File: src/rtl/host_seq.sv
// host_seq: host-side sequencer for a compute core.
// It streams operand bytes into the core data memory, pulses a start request,
// waits for a fresh rising edge of the core's done flag (bounded by a cycle
// budget), and then streams the result bytes back out over a valid/ready port.
module host_seq #(
    parameter int LOAD_BASE = 0,
    parameter int LOAD_N    = 64,
    parameter int RES_BASE  = 64,
    parameter int RES_N     = 32,
    parameter int TIMEOUT   = 4096
) (
    input  logic       clk,
    input  logic       reset,
    input  logic       start,
    input  logic       in_valid,
    input  logic [7:0] in_data,
    output logic       in_ready,
    output logic       mem_wr_en,
    output logic [7:0] mem_addr,
    output logic [7:0] mem_wr_dat,
    input  logic [7:0] mem_rd_dat,
    output logic       req,
    input  logic       done,
    output logic       out_valid,
    output logic [7:0] out_data,
    input  logic       out_ready,
    output logic       busy,
    output logic       fin,
    output logic       timeout
);

    typedef enum logic [2:0] {
        S_IDLE = 3'd0,
        S_LOAD = 3'd1,
        S_REQ  = 3'd2,
        S_WAIT = 3'd3,
        S_RD   = 3'd4,
        S_OUT  = 3'd5
    } state_t;

    localparam logic [7:0]  LOAD_BASE_B = 8'(LOAD_BASE);
    localparam logic [7:0]  RES_BASE_B  = 8'(RES_BASE);
    localparam logic [8:0]  LOAD_LAST   = 9'(LOAD_N - 1);
    localparam logic [8:0]  RES_LAST    = 9'(RES_N - 1);
    localparam logic [15:0] TO_LAST     = 16'(TIMEOUT - 1);
    localparam bit          LOAD_EMPTY  = (LOAD_N == 0);
    localparam bit          RES_EMPTY   = (RES_N == 0);

    state_t      state_r;
    state_t      state_nx_s;
    logic [8:0]  idx_r;
    logic [15:0] tcnt_r;
    logic        done_q_r;
    logic        armed_r;
    logic [7:0]  out_data_r;
    logic        timeout_r;
    logic        fin_r;

    logic        idx_clr_s;
    logic        idx_inc_s;
    logic        tcnt_clr_s;
    logic        tcnt_inc_s;
    logic        to_set_s;
    logic        to_clr_s;
    logic        fin_set_s;
    logic        out_load_s;
    logic        complete_s;

    // A done level only completes the wait once done has been seen low since
    // the request, and only on its rising edge.
    assign complete_s = done & ~done_q_r & armed_r;

    // Next-state decode and per-state combinational outputs.
    always_comb begin
        state_nx_s = state_r;
        idx_clr_s  = 1'b0;
        idx_inc_s  = 1'b0;
        tcnt_clr_s = 1'b0;
        tcnt_inc_s = 1'b0;
        to_set_s   = 1'b0;
        to_clr_s   = 1'b0;
        fin_set_s  = 1'b0;
        out_load_s = 1'b0;
        in_ready   = 1'b0;
        mem_wr_en  = 1'b0;
        mem_addr   = 8'd0;
        mem_wr_dat = 8'd0;
        req        = 1'b0;
        out_valid  = 1'b0;
        case (state_r)
            S_IDLE: begin
                if (start) begin
                    idx_clr_s  = 1'b1;
                    to_clr_s   = 1'b1;
                    state_nx_s = LOAD_EMPTY ? S_REQ : S_LOAD;
                end else begin
                    state_nx_s = S_IDLE;
                end
            end
            S_LOAD: begin
                in_ready   = 1'b1;
                mem_wr_en  = in_valid;
                mem_addr   = LOAD_BASE_B + idx_r[7:0];
                mem_wr_dat = in_data;
                if (in_valid) begin
                    idx_inc_s = 1'b1;
                    if (idx_r == LOAD_LAST) begin
                        state_nx_s = S_REQ;
                    end else begin
                        state_nx_s = S_LOAD;
                    end
                end else begin
                    state_nx_s = S_LOAD;
                end
            end
            S_REQ: begin
                req        = 1'b1;
                tcnt_clr_s = 1'b1;
                state_nx_s = S_WAIT;
            end
            S_WAIT: begin
                if (complete_s) begin
                    idx_clr_s = 1'b1;
                    if (RES_EMPTY) begin
                        fin_set_s  = 1'b1;
                        state_nx_s = S_IDLE;
                    end else begin
                        state_nx_s = S_RD;
                    end
                end else if (tcnt_r == TO_LAST) begin
                    to_set_s   = 1'b1;
                    state_nx_s = S_IDLE;
                end else begin
                    tcnt_inc_s = 1'b1;
                    state_nx_s = S_WAIT;
                end
            end
            S_RD: begin
                mem_addr   = RES_BASE_B + idx_r[7:0];
                out_load_s = 1'b1;
                state_nx_s = S_OUT;
            end
            S_OUT: begin
                out_valid = 1'b1;
                if (out_ready) begin
                    if (idx_r == RES_LAST) begin
                        fin_set_s  = 1'b1;
                        state_nx_s = S_IDLE;
                    end else begin
                        idx_inc_s  = 1'b1;
                        state_nx_s = S_RD;
                    end
                end else begin
                    state_nx_s = S_OUT;
                end
            end
            default: begin
                state_nx_s = S_IDLE;
            end
        endcase
    end

    // State register, counters, done edge tracking and registered outputs.
    always_ff @(posedge clk or negedge reset) begin
        if (!reset) begin
            state_r    <= S_IDLE;
            idx_r      <= 9'd0;
            tcnt_r     <= 16'd0;
            done_q_r   <= 1'b0;
            armed_r    <= 1'b0;
            out_data_r <= 8'd0;
            timeout_r  <= 1'b0;
            fin_r      <= 1'b0;
        end else begin
            state_r <= state_nx_s;
            if (idx_clr_s) begin
                idx_r <= 9'd0;
            end else if (idx_inc_s) begin
                idx_r <= idx_r + 9'd1;
            end
            if (tcnt_clr_s) begin
                tcnt_r <= 16'd0;
            end else if (tcnt_inc_s) begin
                tcnt_r <= tcnt_r + 16'd1;
            end
            done_q_r <= (state_r == S_WAIT) ? done : 1'b0;
            if (state_r == S_REQ) begin
                armed_r <= ~done;
            end else if (state_r == S_WAIT) begin
                armed_r <= armed_r | ~done;
            end else begin
                armed_r <= 1'b0;
            end
            if (out_load_s) begin
                out_data_r <= mem_rd_dat;
            end
            if (to_clr_s) begin
                timeout_r <= 1'b0;
            end else if (to_set_s) begin
                timeout_r <= 1'b1;
            end
            fin_r <= fin_set_s;
        end
    end

    assign out_data = out_data_r;
    assign timeout  = timeout_r;
    assign fin      = fin_r;
    assign busy     = (state_r != S_IDLE);

endmodule

File: config.mk
export PLATFORM = sky130hd
export DESIGN_NAME = host_seq
export DESIGN_NICKNAME = d
export VERILOG_FILES = /design/src/rtl/host_seq.sv
export SDC_FILE = /design/constraint.sdc
export NUM_CORES = 1
export LEC_CHECK = 0
export CAP_MARGIN = 10
export CORE_AREA = 8 8 107 109
export DETAILED_ROUTE_END_ITERATION = 10
export DIE_AREA = 0 0 115 117
export PLACE_DENSITY = 0.41
export SYNTH_ARGS = -nofsm -noshare
export SYNTH_HDL_FRONTEND = slang
export SYNTH_SLANG_ARGS = --single-unit
File: constraint.sdc
create_clock -name clk -period 2.8 [get_ports clk]
set_clock_uncertainty 0.2 [all_clocks]
set_input_delay 0.56 -clock clk [delete_from_list [all_inputs] [get_ports clk]]
set_output_delay 0.56 -clock clk [all_outputs]
set_load 0.01 [all_outputs]
# Yosys cells after proc, flatten, opt, wreduce, memory -nomap -nowiden

Cells that the tools add are included.

Output and inout bits: 31
Flip-flop bits (word level): 40
Input bits: 22
Logic and storage cells: 70

Muxes and demuxes: 41
Reductions and logical operators: 5
Eq/ne operators: 8
Add/sub/neg operators: 3
Bitwise operators: 5

Operator list:

| operator              | count |
|---|---|
| $mux 16               | 2 |
| $mux 1                | 26 |
| $mux 9                | 2 |
| $pmux 3 s6            | 1 |
| $add 16x1->16 const B | 1 |
| $eq 16x12->1 const B  | 1 |
| $pmux 8 s2            | 1 |
| $mux 3                | 4 |
| $add 9x1->9 const B   | 1 |
| $eq 9x5->1 const B    | 1 |
| $eq 9x6->1 const B    | 1 |
| $add 7x8->8 const A   | 1 |
| $mux 8                | 1 |
| $eq 3x2->1 const B    | 2 |
| $eq 3x3->1 const B    | 2 |
| $reduce_bool 2->1     | 3 |
| $mux 2                | 2 |
| $pmux 1 s2            | 2 |
| $eq 3x1->1 const B    | 1 |
| $logic_not 3->1       | 1 |
| $reduce_bool 3->1     | 1 |
| $and 1x1->1           | 2 |
| $not 1->1             | 2 |
| $or 1x1->1            | 1 |

# Logic depth before layout (Yosys ltp)

Gate-level depths: netlist of the first run.

Word-level depth: 7
Gate-level depth with buffers: 6
Depth with buffers taken out: 6

# Worst setup path before layout of the first run

OpenSTA, ideal clock, no wires.

Path kind: register to output
Start point: reg state_r[1]
End point: out mem_wr_dat[0]
Path slack: 0.621 ns
Arrival time: 1.419 ns
Required time: 2.040 ns
Path buffers: 2
Stages on the path, launching flop included: 5
Path through: dfrtp_1 > buf_2 > nor3b_1 > clkbuf_1 > and2_1

Longest elaborated chain between the ends: 2

RTL lines:

| what                   | line | RTL |
|---|---|---|
| from (decl)            | 49   | `state_t state_r;` |
| from (signal assigned) | 175  | `state_r <= state_nx_s;` |
| $eq 3x1->1             | 90   | `case (state_r)` |
| $mux 8                 | 90   |  |
| to (decl)              | 20   | `output logic [7:0] mem_wr_dat,` |

Every way passes these cells.

# Final worst setup path of the first run

Start point: reg state_r[2]
End point: out mem_addr[7]

Longest elaborated chain between the ends: 2
Elaborated cells on any way between the ends: 3
Those cells by class: eq/ne: 2; mux: 1

RTL lines:

| what                                            | line | RTL |
|---|---|---|
| $eq 3x3->1 / $eq 3x1->1 (equally long branches) | 90   |  |
| $pmux 8 s2 *                                    | 90   |  |
| to (decl)                                       | 19   | `output logic [7:0] mem_addr,` |

Mark *: on every way between the ends. The rest lies on a longest branch, timed or not.

==> results of run 1 <==
-- worst paths after layout --
kind	startpoint	slack, ps	cells after the start	end
worst max-delay path	state_r[2]	110	5	mem_addr[7]
worst min-delay path	out_data[4]	310	1	out_data[4]
worst max register to register	idx_r[0]	470	5	idx_r[5]
worst min register to register	out_data[4]	310	1	out_data[4]
max in group asynchronous	reset	1350	3	state_r[2]
min in group asynchronous	reset	480	2	tcnt_r[15]
-- per-layer routing --
metal  global-route usage, %  wire [microns]  vias up
met5                       0               0        -
met4                    2.45              40        0
met3                    3.64             445        4
li1                        -               -     1061
met2                    17.0            3140       59
met1                    14.0            3260     1018
-- through the flow --
step | util, % | hold slack (ps) | cells | total power, mW | cell area, sq um
finish | 32.5 | 310 | 448 | 1.32 | 3220
floorplan | - | 64.4 | 250 | 0.763 | 2380
global route | 32.5 | 339 | 448 | 1.40 | 3220
detailed placement | 31.3 | 264 | 438 | 0.924 | 3100
CTS | 32.4 | 315 | 447 | 1.36 | 3210
global placement | 31.3 | 275 | 438 | 0.926 | 3100
-- layout make-up --
type,instances,area [sq um],area share (%)
clock buffers,6,82.6,2.57
clock inverters,2,10.0,0.311
inverters,9,33.8,1.05
multi-input cells,188,1290,40.0
flip-flops and latches,40,1000,31.2
well taps,136,170,5.29
repair buffers,67,631,19.6
-- power by group --
group / leakage (nW) / internal (mW) / switching, mW
combinational: 0.692 / 0.144 / 0.122
sequential: 0.511 / 0.602 / 0.0423
clock: 0.0510 / 0.197 / 0.217
-- cells by family after synthesis --
logic type,count (synthesis)
AO/OA/AOI/OAI,61
XOR/XNOR,1
adder cells (fa/ha/maj),4
buffers and inverters,22
flip-flops,40
multiplexers,16
AND/OR/NAND/NOR,106
-- what timing repair did --
action	4_1_cts	5_1_grt
hold buffers	1	0
gates cloned	0	0
pin swaps	0	0
setup buffers	0	1
hold endpoints to repair	11	0
resized for setup	1	0
setup endpoints to repair	2	4
-- placed cells by master, fill, tap and decap left out, types with 2 or more instances in the layout --
cell type	synthesis	layout
and2_1	17	17
dfrtp_1	40	39
nand3b_1	2	2
nor3b_1	2	2
nand2b_1	6	6
nand2_1	18	18
ha_1	4	4
buf_4	0	14
and3b_1	3	3
nand3_1	12	12
inv_1	8	8
o2111ai_1	2	2
o21ai_0	13	13
mux2i_1	8	8
a21oi_1	19	19
nor4b_1	2	2
and3_1	3	3
nor4_1	3	3
o311ai_0	3	3
mux2_2	8	8
and4_1	6	6
o21bai_1	2	2
clkdlybuf4s50_1	0	51
nor2_1	6	6
clkinv_2	0	2
nand4_1	7	7
clkbuf_8	0	6
or4_1	9	9
nor3_1	3	3
o31ai_1	10	10
-- synthesized netlist by cell type (all sizes together), types with 5 or more instances --
library cell  number  area [sq um]
nand2             18          67.6
nor2               7          28.8
nand2b             6          37.5
nand3             12          60.1
clkbuf             8          30.0
and4               6          52.6
inv                9          33.8
dfrtp             40          1000
o21ai             13          65.1
mux2i              8          80.1
o31ai             11          87.6
mux2               8          90.1
nand4              7          43.8
a21oi             20           104
and2              17           106
buf                5          31.3
or4               10          78.8
-- worst reg2reg max path: stages (launching register included) --
cell	delay [ps]
dfrtp_1	470
ha_1	310
nand3b_1	210
o31ai_2	660
a211oi_1	220
mux2i_1	160
-- flip-flops by register name, indices dropped and copies added, names as in the netlist --
| register | flops |
|---|---|
| state_r | 3 |
| fin | 1 |
| out_data | 8 |
| done_q_r | 1 |
| armed_r | 1 |
| timeout | 1 |
| tcnt_r | 16 |
| idx_r | 9 |
==> reports/results.ini, run 1 <==
[sta]
hold_violations=0
finalMaxSlewViolations=0
fin_crit_sh_pct=96.1
max_freq_mhz=372
rsz0062_at_grt=false
slew_headroom_pct=49.8
timing.final.ws_setup_ps=111
period_minus_slack_ps=2690
setup_tns_ps=0
worst_slew_pin_slew_ps=748
setup_viol_count_final=0

[floorplanning]
die_h_microns=117
io_pins=53
core_sq_mm=0.00991
initial_core_util_pct=24.0
dieArea_sq_mm=0.0135
rows=37
die_w_microns=115

[yosys]
synth_top_family_by_area=simple AND/OR/NAND/NOR gates
synth-compound-area-share_pct=16.7
synthMuxAreaShare_pct=7.14
yosys_warnings=0
synthFlopType=dfrtp_1
synthXorXnorAreaFrac_pct=0.368
async_flop_share_pct=100
netlist_area_sq_mm=0.00238
yosys.area_share.simple_pct=27.7
syn_nets=276
yosysUniqueCellTypes=50
synthCells=250
synth_fa_ha_area_share_pct=2.10
ys_seq_area_share_pct=42.0
ys_seq_elements=40
avgSynthCellArea_sq_um=9.53
synth_edf_count=0

[power]
powerDensity_mw_per_mm2=412
peakVddDrop_mv=0.283
p_leak_nw=1.25

[route]
viasPerCell=4.78
vias=2142
first_pass_iters=4
totalWireLength_microns=6880
final_antenna_net_count=0
wl_per_cell_microns=15.4
drc=0
drt_iter0_drc=67

[cts]
clk_pin_slew_ps=80
cts_tree=yes
cts_max_level=2
clockRootBuffer=clkbuf_8
insertion_delay_ps=300
ctsLongestPathBuffers=2
cts_buffers=5
cts.sink_count=40

[setup_path]
cpPeakStageDelay_ps=550
slowest_stage=clkdlybuf4s50_1
path_max_fanout=10
crit_buf_inv=2
critical-path-top-delay-family=buffers and inverters
required_ps=2040
path_cells=buf_4 > nand2b_1 > nor2_2 > a22o_1 > clkdlybuf4s50_1
crit_type=flop to output pin
start_kind=flop
endpoint_kind=output pin
cp.arrival_ps=1930

[layout]
nets=337
fillers=1066
syn2layout_area_growth_pct=35.0
antennaDiodeCount=0
layout-drive-gt1-share_pct=13.1

[worst_hold_path]
hold_class=flop to flop

[placement]
place_congestion=0.717
hpwlAfterDp_microns=5210
port_buffers=52
pre_cts_slack_ps=179

[flow_run]
drv_cap=0

[grt]
grt_pass1_wl_microns=11600
grt_max_degree=18
track_usage_pct=10.8
grt_overflow=0
grt_pass1_vias=2193
antenna_found_initial=0

[run_status]
outcome=finished, final reports clean

Note: power is estimated with default switching activity, not from simulation.
==> run 2, diff against run 1 <==
--- a/config.mk
+++ b/config.mk
@@ -7,6 +7,7 @@
 export LEC_CHECK = 0
 export CAP_MARGIN = 10
 export CORE_AREA = 8 8 107 109
+export CTS_BUF_LIST = sky130_fd_sc_hd__clkbuf_4 sky130_fd_sc_hd__clkbuf_8
 export DETAILED_ROUTE_END_ITERATION = 10
 export DIE_AREA = 0 0 115 117
 export PLACE_DENSITY = 0.41
==> results of run 2 <==
Final layout, timing and power as in run 1 (identical DEF).
